--- src/rtl/ccff_bitstream_shifter.sv ---
// Word-to-serial loader for a ccff configuration chain.
// Accepts WORD_W-bit words from the host and shifts exactly CHAIN_LEN bits into the
// chain head. Bit [0] of each word goes out first. The final word is truncated when
// CHAIN_LEN is not a multiple of WORD_W.
module ccff_bitstream_shifter #(
    parameter int unsigned WORD_W    = 8,
    parameter int unsigned CHAIN_LEN = 20
) (
    input  logic              prog_clk,
    input  logic              pReset,
    input  logic              start,
    input  logic              word_valid,
    input  logic [0:WORD_W-1] word_data,
    output logic              word_ready,
    output logic              ccff_head,
    output logic              config_enable,
    output logic              busy,
    output logic              done
);

    localparam int unsigned BL_W = $clog2(CHAIN_LEN + 1);
    localparam int unsigned WB_W = $clog2(WORD_W + 1);

    // An empty chain has nothing to load, so refuse to elaborate.
    if (CHAIN_LEN < 1) begin : g_chain_len_check
        $error("ccff_bitstream_shifter: CHAIN_LEN must be at least 1");
    end

    typedef enum logic [1:0] {
        StIdle,
        StLoad,
        StShift,
        StDone
    } state_e;

    state_e            state_q;
    logic [BL_W-1:0]   bits_left_q;
    logic [WB_W-1:0]   word_bits_q;
    logic [0:WORD_W-1] shift_q;
    logic [0:WORD_W-1] shift_next;
    logic [WB_W-1:0]   load_bits;
    logic              ccff_head_q;
    logic              config_enable_q;
    logic              done_q;
    logic              last_word_bit;
    logic              last_chain_bit;

    // Shift one position toward [0], filling the tail with zero.
    if (WORD_W > 1) begin : g_shift_wide
        assign shift_next = {shift_q[1:WORD_W-1], 1'b0};
    end else begin : g_shift_narrow
        assign shift_next = '0;
    end

    // Bits to shift from the word being accepted: a full word, or whatever remains.
    always_comb begin
        load_bits = '0;
        if (32'(bits_left_q) >= WORD_W) begin
            load_bits = WB_W'(WORD_W);
        end else begin
            load_bits = WB_W'(bits_left_q);
        end
    end

    assign last_word_bit  = (word_bits_q == WB_W'(1));
    assign last_chain_bit = (bits_left_q == BL_W'(1));

    // Control FSM with counters, shift register and registered chain outputs.
    always_ff @(posedge prog_clk or posedge pReset) begin
        if (pReset) begin
            state_q         <= StIdle;
            bits_left_q     <= '0;
            word_bits_q     <= '0;
            shift_q         <= '0;
            ccff_head_q     <= 1'b0;
            config_enable_q <= 1'b0;
            done_q          <= 1'b0;
        end else begin
            case (state_q)
                StIdle: begin
                    if (start) begin
                        done_q      <= 1'b0;
                        bits_left_q <= BL_W'(CHAIN_LEN);
                        state_q     <= StLoad;
                    end
                end

                StLoad: begin
                    if (word_valid) begin
                        shift_q         <= word_data;
                        word_bits_q     <= load_bits;
                        // Present bit [0] during the first SHIFT cycle.
                        config_enable_q <= 1'b1;
                        ccff_head_q     <= word_data[0];
                        state_q         <= StShift;
                    end
                end

                StShift: begin
                    shift_q     <= shift_next;
                    word_bits_q <= word_bits_q - WB_W'(1);
                    bits_left_q <= bits_left_q - BL_W'(1);
                    if (last_word_bit) begin
                        // Unshifted tail bits of a truncated final word are dropped here.
                        config_enable_q <= 1'b0;
                        ccff_head_q     <= 1'b0;
                        if (last_chain_bit) begin
                            done_q  <= 1'b1;
                            state_q <= StDone;
                        end else begin
                            state_q <= StLoad;
                        end
                    end else begin
                        config_enable_q <= 1'b1;
                        ccff_head_q     <= shift_next[0];
                    end
                end

                StDone: begin
                    state_q <= StIdle;
                end

                default: begin
                    state_q <= StIdle;
                end
            endcase
        end
    end

    assign word_ready    = (state_q == StLoad);
    assign busy          = (state_q == StLoad) || (state_q == StShift);
    assign ccff_head     = ccff_head_q;
    assign config_enable = config_enable_q;
    assign done          = done_q;

endmodule
--- config.mk ---
export PLATFORM = sky130hd
export DESIGN_NAME = ccff_bitstream_shifter
export DESIGN_NICKNAME = d
export VERILOG_FILES = /design/src/rtl/ccff_bitstream_shifter.sv
export SDC_FILE = /design/constraint.sdc
export NUM_CORES = 1
export LEC_CHECK = 0
export BUFFER_PORTS_ARGS = -buffer_cell sky130_fd_sc_hd__buf_4
export CORE_MARGIN = 4
export CORE_UTILIZATION = 55
export DETAILED_ROUTE_END_ITERATION = 8
export PLACE_DENSITY = 0.77
export SYNTH_ARGS = -nofsm -noshare
export SYNTH_HDL_FRONTEND = slang
export SYNTH_SLANG_ARGS = --single-unit
--- constraint.sdc ---
create_clock -name prog_clk -period 1.8 [get_ports prog_clk]
set_clock_uncertainty 0.05 [all_clocks]
set_input_delay 0.36 -clock prog_clk [delete_from_list [all_inputs] [get_ports prog_clk]]
set_output_delay 0.36 -clock prog_clk [all_outputs]
set_load 0.02 [all_outputs]
Yosys cells after proc, flatten, opt, wreduce, memory -nomap -nowiden
Index checks and enable logic that the tools add are counted.

storage, ports and cells
  flip-flop bits (word level) = 21
  input port bits = 12
  output and inout bits = 5
  logic and storage cells = 49

cells by class
  add/sub/neg operators = 2
  order comparisons = 1
  equality and inequality tests = 9
  muxes and demuxes = 22
  reductions and logical operators = 8

operators with widths
  kind                   count
  $pmux W7 S2            1
  $pmux W5 S2            1
  $mux W2                4
  $mux W4                2
  $ne A2 B2 Y1 const B   4
  $pmux W2 S4            1
  $pmux W4 S2            1
  $mux W1                7
  $mux W7                1
  $pmux W1 S2            3
  $eq A5 B1 Y1 const B   1
  $ge A5 B4 Y1 const B   1
  $mux W5                1
  $sub A5 B1 Y5 const B  1
  $eq A2 B2 Y1 const B   2
  $eq A4 B1 Y1 const B   1
  $reduce_and A2 Y1      2
  $reduce_and A4 Y1      1
  $reduce_bool A2 Y1     2
  $sub A4 B1 Y4 const B  1
  $reduce_and A3 Y1      1
  $eq A2 B1 Y1 const B   1
  $logic_not A2 Y1       1
  $logic_or A1 B1 Y1     1

Depth between registers and ports, before layout
  depth after elaboration = 4
  depth in mapped cells = 7
  depth with buffers taken out = 6

Worst setup path after synthesis
Ideal clock, no wire load.

  kind = register -> register
  start point = reg state_q[1]
  end point = reg word_bits_q[3]
  setup time = 0.094 ns
  arrival time = 1.669 ns
  data required time = 1.656 ns
  path slack = -0.013 ns
  stages on the path, launching flop included = 7
  buffers on the path = 0
  clock period less this slack = 1.813 ns
  path through = dfrtp_1 > inv_1 > ha_1 > mux2i_4 > nor2_1 > mux2_2 > a211oi_1

between the ends
  cells in the longest elaborated chain, start to end = 3
  elaborated cells on any way between the ends = 6
  those cells by class = eq/ne (3); mux (1); reduce/logical (2)

ends and longest elaborated chain
  what                                                          RTL line  RTL
  from (decl)                                                   36        state_e state_q;
  from (signal assigned)                                        71        state_q <= StIdle;
  from (signal assigned)                                        84        state_q <= StLoad;
  from (signal assigned)                                        95        state_q <= StShift;
  $eq A2 B1 Y1 *                                                -
  via word_ready                                                14        output logic word_ready,
  $ne A2 B2 Y1 (no line) or $reduce_bool A2 Y1 (tied branches)  -
  $reduce_and A2 Y1 (no line)                                   -
  to (signal assigned)                                          91        word_bits_q <= load_bits;
  to (signal assigned)                                          101       word_bits_q <= word_bits_q - WB_W'(1);
  to (decl)                                                     38        logic [WB_W-1:0] word_bits_q;

The timed path passes the listed nets; every way through them passes the cells marked *.
A chain may end at the register's enable or synchronous reset.

Worst setup path after layout
  start point = reg word_bits_q[1]
  end point = reg state_q[0]

between the ends
  cells in the longest elaborated chain, start to end = 3

ends and longest elaborated chain
  what                         RTL line  RTL
  $eq A4 B1 Y1                 65        assign last_word_bit = (word_bits_q == WB_W'(1));
  $ne A2 B2 Y1 (no line)       -
  $reduce_and A3 Y1 (no line)  -

No other way between the ends.

==> reports/metrics.yaml <==
outcome: "complete, no violations"
start_kind: "flop"
seqCellArea_sq_um: 527
hold_viol: 0
cp_slowest_cell: "or3b_4"
synthXorXnorAreaFrac_pct: 0
fp.dieW_microns: 54.4
yosysUniqueCellTypes: 31
syn_avg_cell_area_sq_um: 9.54
worstPathCellList: "inv_2, ha_1, or3b_4, a211oi_4, buf_4, nor2_1, a21oi_1"
via_count: 944
cap_violations: 0
synth_top_family_by_area: "simple AND/OR/NAND/NOR gates"
pwr-share-comb_pct: 56.7
required_ns: 1.97
antenna_found_initial: 0
cts_tree: "done"
relSlewSlack_pct: 76.7
grt_overflow: 0
place_ws_ns: 0.0817
nFillCells: 175
cts_max_path_buffers: 2
path_max_fanout: 4
power.switching_mw: 1.08
min_path_type: "input port to asynchronous set/reset pin"
finalMaxSlewViolations: 0
wl_mm: 2.44
worstSetupPathType: "flop to flop"
row_count: 16
yosys.area_share.simple_pct: 17.6
fin_nets: 166
drt_iter0_markers: 11
grtUsageTotal_pct: 18.7
syn-cell-area_sq_um: 1180
htreeDepth: 1
postSynth.asyncResetShare_pct: 100
placedCellCount: 167
diodes: 0
p_seq_share_pct: 34.3
first_global_vias: 941
yosys.area_share.adder_pct: 8.47
fmax_ghz: 0.582
synthesis.nets: 144
synth_edf_count: 0
setup_violations: 0
multi_input_area_sq_um: 609
max-vdd-ir-drop_uv: 1040
crit_arrival_ns: 1.89
port_buffers: 16
tightest_slew_ns: 0.347
endpoint_kind: "flop"
start_util_pct: 59.1
cts_made_buffers: 3
rsz0062_at_grt: "true"
grt_max_degree: 22
yosys_most_used_dff: "dfrtp_1"
die_h_microns: 54.4
post-dp-hpwl_mm: 1.90
clockPowerShare_pct: 9.0
fp.coreArea_sq_um: 2000
stdcell_count: 172
syn_inst: 124
total_power_mw: 2.47
synth_compound_area_share_pct: 15.7
root_buffer: "clkbuf_4"
numClockSinks: 21
utilization_pct: 69.9
p_int_mw: 1.39
io_pins: 17
syn_to_final_growth_pct: 18.3
power.leakage_nw: 0.662
switching_share_pct: 43.6
drive_above_1_share_pct: 22.8
routabilityCongestion: 0.856
muxShareOfSynthArea_pct: 8.78
fin_ws_ns: 0.0829
ys_ff_latch: 21
fin_crit_sh_pct: 95.4
critPathMaxStageDelay_ns: 0.42
drc_errors: 0
vias_per_cell: 5.49
seq_area_frac_synth_pct: 44.4
grt_pass1_wl_mm: 4.02
synth_warnings: 0
clkLatencyLatePin_ns: 0.29
avgRoutedWirePerCell_microns: 14.2
period_needed_ns: 1.72
timing.hold.ws_ns: 0.0480
dr.pass1.iters: 4
clkTransAtPathRegs_ns: 0.11
power_density_nw_per_um2: 1760
die-area_sq_um: 2960
antenna_left: 0
## layout make-up
type	count	share of cell area (%)
inverter	10	2.68
tap	27	2.42
clock buffer	4	1.88
multi-input combinational	88	43.6
timing repair buffer	22	11.8
sequential	21	37.7
## worst max-delay path, delay by kind of cell (launching register included)
family,cells,cell delay [ns]
AOI/OAI and AO/OA,2,0.36
adders and majority gates,1,0.14
buffers and inverters,2,0.23
DFF,1,0.41
and+or+nand+nor,2,0.46
## synthesized netlist by cell type, types with 2 or more instances
master | instances | area, sq um
inv_1 | 9 | 33.8
buf_2 | 3 | 15.0
a221oi_1 | 2 | 17.5
nor2_1 | 7 | 26.3
a31oi_1 | 2 | 12.5
mux2i_1 | 7 | 70.1
clkbuf_1 | 2 | 7.51
nor2b_1 | 4 | 25.0
nor3_1 | 2 | 10.0
o21ai_1 | 11 | 55.1
dfrtp_1 | 21 | 526
nor3b_1 | 2 | 15.0
a21oi_1 | 7 | 35.0
nand3_1 | 2 | 10.0
nand2_1 | 17 | 63.8
o21ai_0 | 3 | 15.0
ha_1 | 8 | 100
nand4b_1 | 2 | 17.5
## worst paths after layout
path,from,to,slack (ns),depth (start not counted)
worst max-delay path,word_bits_q[1]$_DFFE_PP0P_,state_q[0]$_DFFE_PP0P_,0.08,7
worst min-delay path,pReset,bits_left_q[4]$_DFFE_PP0P_,0.05,3
worst max register to register,word_bits_q[1]$_DFFE_PP0P_,state_q[0]$_DFFE_PP0P_,0.08,7
worst min register to register,ccff_head$_DFFE_PP0P_,ccff_head$_DFFE_PP0P_,0.45,2
max in group asynchronous,pReset,state_q[0]$_DFFE_PP0P_,1.42,3
min in group prog_clk,word_data[1],shift_q[1]$_DFFE_PP0P_,0.29,3
## timing repair
item	CTS	global route
endpoints found under the setup margin	0	2
hold endpoints to repair	0	0
buffers inserted	0	1
hold buffers	0	0
gates resized for setup	0	3
## power by group through the flow
stage          logic, mW  clock network (mW)  registers, mW
6_report            1.40               0.221          0.846
5_1_grt             1.57               0.243          0.875
4_1_cts             1.36               0.225          0.835
3_5_place_dp        1.35                   0          0.848
3_3_place_gp        1.28                   0          0.833
2_1_floorplan      0.997                   0          0.824
## registers in the layout, indices dropped and copies added, names as in the netlist
signal	flops
bits_left_q	5
state_q	2
word_bits_q	4
ccff_head	1
config_enable	1
shift_q	7
done	1
## cell families (layout without fill, tap and decap cells)
kind of cell	after synthesis	after routing
simple gates	41	41
buf+inv	15	36
fa+ha+maj	8	8
flops	21	21
compound gates	30	30
mux	9	9
## layer usage
layer	global-route usage, %	up-vias	routed length, microns
met1	22.5	464	1030
met4	5.81	0	21
li1	-	465	-
met2	34.1	13	1340
met3	2.72	2	54
met5	0	-	0
## cell usage in the layout, fill, tap and decap left out, drive strengths merged, types with 7 or more instances in the layout
cell type and instances:
o21ai 14, inv 9, mux2i 8, dfrtp 21
buf 22, ha 8, a21oi 7, nor2 7
nand2 17
## metrics by stage
step / instance area (sq um) / TNS [ns]
6_report: 1400 / 0
3_3_place_gp: 1350 / 0
2_1_floorplan: 1180 / 0
4_1_cts: 1380 / 0
5_1_grt: 1400 / -0.0345
3_5_place_dp: 1350 / 0
No activity file was read; power rests on OpenSTA's default activity.
